==> src/rtl/mem_arbiter_pkg.sv <==
// Shared types and constants for the memory arbiter: FSM state encoding,
// default bus widths and the flattened-bus slicing helper.
package mem_arb_pkg;

  localparam int ADDR_W = 32;
  localparam int DATA_W = 32;

  typedef enum logic [1:0] {
    ST_IDLE = 2'd0,
    ST_BUSY = 2'd1,
    ST_RESP = 2'd2
  } state_e;

  // Low bit of requester idx's field inside a flattened per-requester bus.
  function automatic int slice_lo(input int idx, input int width);
    return idx * width;
  endfunction

endpackage

==> src/rtl/mem_arbiter_if.sv <==
// Request/response and memory-side signals of the arbiter, bundled.
// slave = arbiter view, master = requesters plus memory view.
interface mem_arbiter_if
  import mem_arb_pkg::*;
#(
  parameter int NUM_REQ = 2,
  parameter int ADDR_W  = mem_arb_pkg::ADDR_W,
  parameter int DATA_W  = mem_arb_pkg::DATA_W
);
  logic [NUM_REQ-1:0]        req_valid;
  logic [NUM_REQ-1:0]        req_ready;
  logic [NUM_REQ-1:0]        req_we;
  logic [NUM_REQ*ADDR_W-1:0] req_addr;
  logic [NUM_REQ*DATA_W-1:0] req_wdata;
  logic [NUM_REQ-1:0]        rsp_valid;
  logic [DATA_W-1:0]         rsp_rdata;
  logic                      mem_wr_en;
  logic [ADDR_W-1:0]         mem_addr;
  logic [DATA_W-1:0]         mem_data;
  logic [DATA_W-1:0]         mem_data_out;

  modport slave (
    input  req_valid, req_we, req_addr, req_wdata, mem_data_out,
    output req_ready, rsp_valid, rsp_rdata, mem_wr_en, mem_addr, mem_data
  );

  modport master (
    output req_valid, req_we, req_addr, req_wdata, mem_data_out,
    input  req_ready, rsp_valid, rsp_rdata, mem_wr_en, mem_addr, mem_data
  );
endinterface

==> src/rtl/mem_arbiter_rr_arbiter.sv <==
// Combinational round-robin pick: first requester at or after last_grant+1,
// wrapping modulo NUM_REQ.
module rr_arbiter
  import mem_arb_pkg::*;
#(
  parameter  int NUM_REQ = 2,
  localparam int IDX_W   = $clog2(NUM_REQ)
) (
  input  logic [NUM_REQ-1:0] req,
  input  logic [IDX_W-1:0]   last_grant,
  output logic [NUM_REQ-1:0] grant_oh,
  output logic [IDX_W-1:0]   grant_idx,
  output logic               any_grant
);

  // Search upward from the requester after the previous winner.
  always_comb begin
    grant_oh  = '0;
    grant_idx = '0;
    any_grant = 1'b0;
    for (int k = 1; k <= NUM_REQ; k++) begin
      int cand;
      cand = int'(last_grant) + k;
      cand = (cand >= NUM_REQ) ? (cand - NUM_REQ) : cand;
      if (!any_grant && req[cand]) begin
        any_grant      = 1'b1;
        grant_oh[cand] = 1'b1;
        grant_idx      = IDX_W'(cand);
      end else begin
        any_grant = any_grant;
      end
    end
  end

endmodule

==> src/rtl/mem_arbiter.sv <==
// Shares one single-port memory among NUM_REQ requesters: round-robin grant,
// one transaction in flight, MEM_LATENCY-cycle access, one-cycle response pulse.
module mem_arbiter
  import mem_arb_pkg::*;
#(
  parameter int NUM_REQ     = 2,
  parameter int ADDR_W      = mem_arb_pkg::ADDR_W,
  parameter int DATA_W      = mem_arb_pkg::DATA_W,
  parameter int MEM_LATENCY = 4
) (
  input logic          clk,
  input logic          rst,
  mem_arbiter_if.slave bus
);

  localparam int IDX_W = $clog2(NUM_REQ);
  localparam int CNT_W = (MEM_LATENCY > 1) ? $clog2(MEM_LATENCY) : 1;

  localparam logic [1:0] IDLE = ST_IDLE;
  localparam logic [1:0] BUSY = ST_BUSY;
  localparam logic [1:0] RESP = ST_RESP;

  localparam logic [CNT_W-1:0] CNT_LOAD = CNT_W'(MEM_LATENCY - 1);
  localparam logic [CNT_W-1:0] CNT_ZERO = CNT_W'(32'd0);
  localparam logic [CNT_W-1:0] CNT_ONE  = CNT_W'(32'd1);
  localparam logic [IDX_W-1:0] LAST_RST = IDX_W'(NUM_REQ - 1);

  logic [1:0]        state_q, state_d;
  logic [CNT_W-1:0]  cnt_q, cnt_d;
  logic              we_q, we_d;
  logic [ADDR_W-1:0] addr_q, addr_d;
  logic [DATA_W-1:0] wdata_q, wdata_d;
  logic [DATA_W-1:0] rdata_q, rdata_d;
  logic [IDX_W-1:0]  grant_q, grant_d;
  logic [IDX_W-1:0]  last_grant_q, last_grant_d;

  logic [NUM_REQ-1:0] arb_oh;
  logic [IDX_W-1:0]   arb_idx;
  logic               arb_any;

  rr_arbiter #(.NUM_REQ(NUM_REQ)) u_rr (
    .req        (bus.req_valid),
    .last_grant (last_grant_q),
    .grant_oh   (arb_oh),
    .grant_idx  (arb_idx),
    .any_grant  (arb_any)
  );

  // Next-state, counter and transaction latches.
  always_comb begin
    state_d      = state_q;
    cnt_d        = cnt_q;
    we_d         = we_q;
    addr_d       = addr_q;
    wdata_d      = wdata_q;
    rdata_d      = rdata_q;
    grant_d      = grant_q;
    last_grant_d = last_grant_q;
    case (state_q)
      IDLE: begin
        if (arb_any) begin
          state_d = BUSY;
          cnt_d   = CNT_LOAD;
          we_d    = bus.req_we[arb_idx];
          addr_d  = bus.req_addr[slice_lo(int'(arb_idx), ADDR_W) +: ADDR_W];
          wdata_d = bus.req_wdata[slice_lo(int'(arb_idx), DATA_W) +: DATA_W];
          grant_d = arb_idx;
        end else begin
          state_d = IDLE;
        end
      end
      BUSY: begin
        if (cnt_q != CNT_ZERO) begin
          cnt_d = cnt_q - CNT_ONE;
        end else begin
          // Writes echo their data so rsp_rdata is always meaningful.
          rdata_d = we_q ? wdata_q : bus.mem_data_out;
          state_d = RESP;
        end
      end
      RESP: begin
        last_grant_d = grant_q;
        state_d      = IDLE;
      end
      default: begin
        state_d = IDLE;
      end
    endcase
  end

  // State and latch registers; reset abandons any transaction in flight.
  always_ff @(posedge clk or posedge rst) begin
    if (rst) begin
      state_q      <= IDLE;
      cnt_q        <= CNT_ZERO;
      we_q         <= 1'b0;
      addr_q       <= '0;
      wdata_q      <= '0;
      rdata_q      <= '0;
      grant_q      <= '0;
      last_grant_q <= LAST_RST;
    end else begin
      state_q      <= state_d;
      cnt_q        <= cnt_d;
      we_q         <= we_d;
      addr_q       <= addr_d;
      wdata_q      <= wdata_d;
      rdata_q      <= rdata_d;
      grant_q      <= grant_d;
      last_grant_q <= last_grant_d;
    end
  end

  // Handshake, response pulse and write strobe decode.
  always_comb begin
    bus.req_ready = '0;
    bus.rsp_valid = '0;
    if (!rst && (state_q == IDLE)) begin
      bus.req_ready = arb_oh;
    end else begin
      bus.req_ready = '0;
    end
    if (state_q == RESP) begin
      bus.rsp_valid[grant_q] = 1'b1;
    end else begin
      bus.rsp_valid = '0;
    end
    bus.mem_wr_en = (state_q == BUSY) && (cnt_q == CNT_ZERO) && we_q;
  end

  assign bus.mem_addr  = addr_q;
  assign bus.mem_data  = wdata_q;
  assign bus.rsp_rdata = rdata_q;

endmodule

==> src/flat_wrapper.sv <==
// flat-port wrapper written by rule: the top's interface ports become plain ports
module mem_arbiter_flat import mem_arb_pkg::*;
#(
  parameter int NUM_REQ     = 2,
  parameter int ADDR_W      = mem_arb_pkg::ADDR_W,
  parameter int DATA_W      = mem_arb_pkg::DATA_W,
  parameter int MEM_LATENCY = 4
)
  (clk, rst, bus_req_valid, bus_req_we, bus_req_addr, bus_req_wdata, bus_mem_data_out, bus_req_ready, bus_rsp_valid, bus_rsp_rdata, bus_mem_wr_en, bus_mem_addr, bus_mem_data);
  mem_arbiter_if #(.NUM_REQ(NUM_REQ), .ADDR_W(ADDR_W), .DATA_W(DATA_W)) bus_i ();
  input logic clk;
  input logic rst;
  input wire logic [$bits(bus_i.req_valid)-1:0] bus_req_valid;
  input wire logic [$bits(bus_i.req_we)-1:0] bus_req_we;
  input wire logic [$bits(bus_i.req_addr)-1:0] bus_req_addr;
  input wire logic [$bits(bus_i.req_wdata)-1:0] bus_req_wdata;
  input wire logic [$bits(bus_i.mem_data_out)-1:0] bus_mem_data_out;
  output wire logic [$bits(bus_i.req_ready)-1:0] bus_req_ready;
  output wire logic [$bits(bus_i.rsp_valid)-1:0] bus_rsp_valid;
  output wire logic [$bits(bus_i.rsp_rdata)-1:0] bus_rsp_rdata;
  output wire logic [$bits(bus_i.mem_wr_en)-1:0] bus_mem_wr_en;
  output wire logic [$bits(bus_i.mem_addr)-1:0] bus_mem_addr;
  output wire logic [$bits(bus_i.mem_data)-1:0] bus_mem_data;
  assign bus_i.req_valid = bus_req_valid;
  assign bus_i.req_we = bus_req_we;
  assign bus_i.req_addr = bus_req_addr;
  assign bus_i.req_wdata = bus_req_wdata;
  assign bus_i.mem_data_out = bus_mem_data_out;
  assign bus_req_ready = bus_i.req_ready;
  assign bus_rsp_valid = bus_i.rsp_valid;
  assign bus_rsp_rdata = bus_i.rsp_rdata;
  assign bus_mem_wr_en = bus_i.mem_wr_en;
  assign bus_mem_addr = bus_i.mem_addr;
  assign bus_mem_data = bus_i.mem_data;
  mem_arbiter #(.NUM_REQ(NUM_REQ), .ADDR_W(ADDR_W), .DATA_W(DATA_W), .MEM_LATENCY(MEM_LATENCY)) u_core (.clk(clk), .rst(rst), .bus(bus_i));
endmodule
==> config.mk <==
export PLATFORM = sky130hd
export DESIGN_NAME = mem_arbiter_flat
export DESIGN_NICKNAME = d
export VERILOG_FILES = /design/src/rtl/mem_arbiter_pkg.sv /design/src/rtl/mem_arbiter_if.sv /design/src/rtl/mem_arbiter_rr_arbiter.sv /design/src/rtl/mem_arbiter.sv /design/src/flat_wrapper.sv
export SDC_FILE = /design/constraint.sdc
export NUM_CORES = 1
export LEC_CHECK = 0
export BUFFER_PORTS_ARGS = -buffer_cell sky130_fd_sc_hd__buf_2
export CORE_ASPECT_RATIO = 0.5
export CORE_MARGIN = 10
export CORE_UTILIZATION = 35
export CTS_CLUSTER_DIAMETER = 50
export CTS_CLUSTER_SIZE = 25
export DETAILED_ROUTE_END_ITERATION = 7
export PLACE_DENSITY = 0.66
export SYNTH_ARGS = -nofsm -noshare
export SYNTH_HDL_FRONTEND = slang
export SYNTH_SLANG_ARGS = --single-unit
export TNS_END_PERCENT = 10
==> constraint.sdc <==
create_clock -name clk -period 3.09 [get_ports clk]
set_clock_uncertainty 0.05 [all_clocks]
set_input_delay 0.309 -clock clk [delete_from_list [all_inputs] [get_ports clk]]
set_output_delay 0.309 -clock clk [all_outputs]
set_load 0.005 [all_outputs]
== Word-level counts from Yosys, hierarchy flattened ==
Index checks and enable logic that the tools add are counted.
Operators by class
  $add $sub $neg: 5
  multiply operators: 0
  divide/modulo/power cells: 0
  order comparisons: 9
  eq/ne operators: 5
  shift-type cells: 2
  muxes and demuxes: 31
  bitwise gates (word level): 2
  reduce and logical (&&, ||, !) cells: 16
Operators with widths (number)
  indexed part select 64 x 7 -> 32 bit: 2
  2-to-1 mux 32 bit: 3
  >= comparator 32 x 1 -> 1 bit, second input constant: 2
  < comparator 32 x 3 -> 1 bit, second input constant: 2
  >= comparator 32 x 3 -> 1 bit, second input constant: 1
  subtractor 32 x 3 -> 32 bit, second input constant: 1
  2-to-1 mux 1 bit: 16
  2-to-1 mux 2 bit: 7
  case mux 2 bit (2 select lines): 2
  logical AND 1 bit: 7
  zero test 2 bit: 2
  < comparator 1 x 2 -> 1 bit, second input constant: 2
  != test 2 x 1 -> 1 bit, second input constant: 2
  AND reduction 2 bit: 2
  nonzero test 2 bit: 2
  subtractor 3 x 2 -> 4 bit, second input constant: 1
  adder 1 x 2 -> 3 bit, second input constant: 1
  demux 1 bit (select 1 bit): 3
  >= comparator 3 x 2 -> 1 bit, second input constant: 1
  AND reduction 3 bit: 1
  adder 1 x 1 -> 2 bit, second input constant: 1
  equality test 2 x 1 -> 1 bit, second input constant: 1
  equality test 2 bit, second input constant: 1
  zero test 1 bit: 2
  5 further kinds: 5
Storage, ports and cells
  register bits: 103
  latch bits: 0
  memory bits (writable): 0
  ROM bits: 0
  bits of input ports: 166
  output and inout port bits: 101
  word-level logic and storage cells: 78
  memories kept: 0

== Depth between registers and ports, before layout ==
  depth in word-level cells: 12
  depth in mapped cells: 7
  depth with buffers taken out: 5

== Cells and area by module ==
Synthesis repeated with hierarchy kept, for this count alone.
Second synthesis, totals
  cell total of the unflattened synthesis: 349
  area total of the unflattened synthesis: 5322.6 µm²
By module, submodules not included
  mem_arbiter: times used 1, cells an instance 344, area an instance 5290.1 µm², sequential area each 2578.7 µm²
  rr_arbiter: times used 1, cells an instance 5, area an instance 32.5 µm², sequential area each 0.0 µm²

== Least setup slack after synthesis ==
Ideal clock, no wire load.
  path kind: register -> register
  start: reg u_core.last_grant_q
  end: reg u_core.addr_q[10], in the netlist u_core.bus.mem_addr[10]
  library setup time: 0.125 ns
  arrival: 1.507 ns
  required time: 2.915 ns
  setup slack: 1.408 ns
  stages on the path, launching flop included: 6
  path buffers: 2
  period minus slack after synthesis: 1.682 ns
  cells stage by stage: dfstp_2 a21bo_2 buf_6 buf_6 mux2_4 mux2_4
Between the ends
  word-level cells in the longest chain between the ends: 11
  elaborated cells between the ends (all ways): 22
  those cells by class: add/sub: 4; order compare: 2; shift: 1; mux: 12; reduce/logical: 3
Ends and longest elaborated chain
  from (decl): RTL line mem_arbiter.sv:35  | logic [IDX_W-1:0] last_grant_q, last_grant_d;
  from (signal assigned): RTL line mem_arbiter.sv:110  | last_grant_q <= last_grant_d;
  adder 1 x 1 -> 2 bit: RTL line mem_arbiter_rr_arbiter.sv:23  | cand = int'(last_grant) + k;
  subtractor 32 x 3 -> 32 bit or >= comparator 32 x 3 -> 1 bit (tied branches): RTL line mem_arbiter_rr_arbiter.sv:24  | cand = (cand >= NUM_REQ) ? (cand - NUM_REQ) : cand;
  2-to-1 mux 32 bit: RTL line mem_arbiter_rr_arbiter.sv:24
  2-to-1 mux 1 bit (implied by the code) (3 in series): RTL line mem_arbiter_rr_arbiter.sv:25  | if (!any_grant && req[cand]) begin
  2-to-1 mux 1 bit: RTL line mem_arbiter_rr_arbiter.sv:25
  zero test 1 bit: RTL line mem_arbiter_rr_arbiter.sv:25
  logical AND 1 bit: RTL line mem_arbiter_rr_arbiter.sv:25
  2-to-1 mux 1 bit: RTL line mem_arbiter_rr_arbiter.sv:25
  indexed part select 64 x 7 -> 32 bit or AND reduction 2 bit (tied branches)
  to (signal assigned): RTL line mem_arbiter.sv:106  | addr_q <= addr_d;
  to (decl): RTL line mem_arbiter.sv:31  | logic [ADDR_W-1:0] addr_q, addr_d;
Parallel ways exist; a longest one is shown, timed or not. The select of a mux whose other input is x is not followed.
A chain may end at the register's enable or synchronous reset.

== Worst setup path after layout ==
  start: reg u_core.last_grant_q
  end: reg u_core.addr_q[19], in the netlist u_core.bus.mem_addr[19]
The elaborated chain is that of the path after synthesis.

==> summary.md <==
| Metric | Value |
|---|---|
| Peak supply drop | roughly 0.35 mV |
| Placed Instances | between 800 and 900 |
| Syn_nets | 547 |
| Routed vias/inst | around 4.5 |
| Final Instance Area | ~0.0070 sq mm |
| Clock latency on the worst-skew pair | between 300 and 400 ps |
| Share of layout cells above drive strength 1 | around 66% |
| DIE AREA | ~0.02 sq mm |
| Fillcell total | ~1400 |
| Clk network pwr share | between 10% and 20% |
| Setup crit end kind | flip-flop |
| H-tree lvl count | 3 |
| Distinct cells, synth | 24 |
| Antenna viol nets, final | 0 |
| Synth area leaders | dfrtp_1 (50%), mux2_2 (18%), mux2_4 (14%) |
| Kind of critical path | reg2reg |
| Leak | 3.63 nW |
| CP arrival | ~2400 ps |
| Clk slew on worst S/H paths | 70 ps |
| Fmax | 449 MHz |
| Worst-margin pin slew | 784 ps |
| Starting DRT DRC Count | between 100 and 150 |
| Pint | around 0.0044 W |
| Syn avg cell area | 13.5 sq um |
| Max_cap viols | 0 |
| Final Max Slew Viols | 0 |
| Clk sinks | roughly 100 |
| Chip Height | about 110 um |
| # rows | 31 |
| Area of the core | 0.0144 sq mm |
| Post-CTS Setup Inserts | 0 |
| Multi-input gate area in the final layout | roughly 0.0024 sq mm |
| Final setup viols | 0 |
| Number of global-route vias before repair | 4208 |
| Minimum clock period | between 2000 and 2500 ps |
| Startpoint type of the worst setup path | flip-flop |
| Finished Layout Cells | between 800 and 900 |
| Flops & latches, synth | a little over 100 |
| RSZ-0062 raised after global routing | false |
| Total congestion overflow | 0 |
| Resized cells post-CTS | 0 |
| Worst Path Max Fanout | 33 |
| Hold crit path type | in2async |
| Pwr Density | between 900 and 1000 mW/mm^2 |
| WP data required | about 3300 ps |
| GRT Total Usage | between 10 and 15% |
| Switching Fraction | approximately 33% |
| Most common cell after layout, fill and taps aside | buf_2 |
| Yosys warns | 0 |
| HPWL Detailed | approximately 12000 um |
| Run status | complete, no violations |
| Antenna violations before repair | 0 |
| Port Buffers | 266 |
| DP Area | 0.00666 sq mm |
| Sw Pwr | between 0.002 and 0.0025 W |
| Tcrit/Tclk final | between 70% and 80% |
| TritonCTS Buffers | 9 |
| Ports | ~270 |
| Synth-to-Final Area Change | 35.9% |
| First-pass GRT wire length | around 24000 um |
| Relative slew slack | approximately 48% |
| Flop pwr share | between 30% and 40% |
| Starting density of the core | 35.7% |
| Hold_buf cts | 0 |
| Sequential share of the synthesized area | about half |
| Logic gate share of total power | between 40% and 50% |
| Synth Cell Area | around 0.005 sq mm |
| Maximum clock path buffer count | 2 |
| Largest net degree at the start of global routing | 56 |
| Syn Inst Count | 380 |
| Vias | around 3800 |
| Endpoints failing hold | 0 |
| GPL Wtd Cong | ~0.77 |
| Ant diodes | 0 |
| CTS root buf | clkbuf_16 |
| Register Area | 0.00258 sq mm |
| Most frequent cells in the layout | buf_2 (266), dfrtp_1 (101), mux2_2 (83), mux2_4 (48), o21ai_0 (34) |
| Core Util, Final | between 40 and 50% |
| Top-area cell type share of the netlist area | 49.6% |
| CTS tree | built |
| Fin nets | between 800 and 900 |
| Drt first pass iters | 4 |
| Post-synth top area cell | dfrtp_1 |
| Chip width | around 190 um |
| Drc violations | 0 |
| Routed WL | 15400 um |
| Power, Total | around 0.0066 W |
| TNS Setup | 0 ps |
| WL/cell | approximately 18 um |
[path summary, 6_finish.rpt]
check | from | to | slack (ps) | cells past startpoint
max in group asynchronous | rst | u_core.bus.rsp_rdata[10] | 2060 | 3
min reg2reg | u_core.bus.rsp_rdata[1] | u_core.bus.rsp_rdata[1] | 420 | 2
min in group clk | bus_mem_data_out[12] | u_core.bus.rsp_rdata[12] | 210 | 3
max reg2reg | u_core.last_grant_q | u_core.bus.mem_addr[19] | 860 | 4
max | u_core.last_grant_q | u_core.bus.mem_addr[19] | 860 | 4
min | rst | u_core.grant_q | 40 | 2
[worst max-delay path, stage by stage, from the launching register on]
cell and delay (ps):
dfstp_2 550, a21bo_4 560, buf_4 320, mux2_2 350
mux2_2 260
[sequential cells by signal, indices dropped and copies added, names as in the netlist]
register	count
u_core.bus.mem_addr	32
u_core.bus.mem_data	32
u_core.bus.rsp_rdata	32
u_core.cnt_q	2
u_core.grant_q	1
u_core.last_grant_q	1
u_core.state_q	2
u_core.we_q	1
[Yosys cell counts (all sizes together)]
| master | n |
|---|---|
| mux2 | 131 |
| dfrtp | 102 |
| o21ai | 34 |
| mux2i | 33 |
| nand2 | 32 |
| buf | 17 |
| clkbuf | 8 |
| inv | 7 |
| nor2 | 4 |
| nor3 | 2 |
| a21bo | 1 |
| a21o | 1 |
| and2 | 1 |
| dfstp | 1 |
| ha | 1 |
| nand2b | 1 |
| nand3b | 1 |
| o22a | 1 |
| or2 | 1 |
| or3b | 1 |
[metrics by stage]
| step | worst slack (ps) | hold WS, ps |
|---|---|---|
| 6_report | 861 | 41.0 |
| 5_1_grt | 786 | 97.9 |
| 4_1_cts | 862 | 67.8 |
| 3_5_place_dp | 866 | 415 |
| 3_3_place_gp | 907 | 407 |
| 2_1_floorplan | 28.8 | 410 |
[area by class of cell]
cell class	count	share of cell area, %
repair buffers	276	20.3
flip-flops and latches	103	36.9
well taps	198	3.54
multi-input cells	245	34.2
clock inverters	7	1.47
inverters	7	0.412
clock buffers	9	3.22
[power groups by stage]
stage,clock [W],sequential [W],combinational (W)
4_1_cts,0.00129,0.00254,0.00288
3_5_place_dp,0,0.00255,0.00288
6_report,0.00125,0.00253,0.00280
5_1_grt,0.00134,0.00263,0.00308
2_1_floorplan,0,0.00249,0.00174
3_3_place_gp,0,0.00253,0.00283
[layer usage]
layer / up-vias / GRT usage (%) / wire length (um)
li1: 1855 / - / -
met1: 1851 / 15.8 / 5910
met2: 79 / 28.2 / 8610
met3: 10 / 3.72 / 699
met4: 0 / 2.88 / 144
met5: - / 0 / 0
[kinds of logic (layout without fill, tap and decap cells)]
kind of cell	Yosys count	after routing	share of synthesized area [%]
AOI/OAI and AO/OA	37	37	3.82
adders and majority gates	1	1	0.243
buffers and inverters	32	299	3.70
DFF	103	103	50.1
muxes	164	164	38.6
and+or+nand+nor	43	43	3.55
Note: power is estimated with default switching activity, not from simulation.
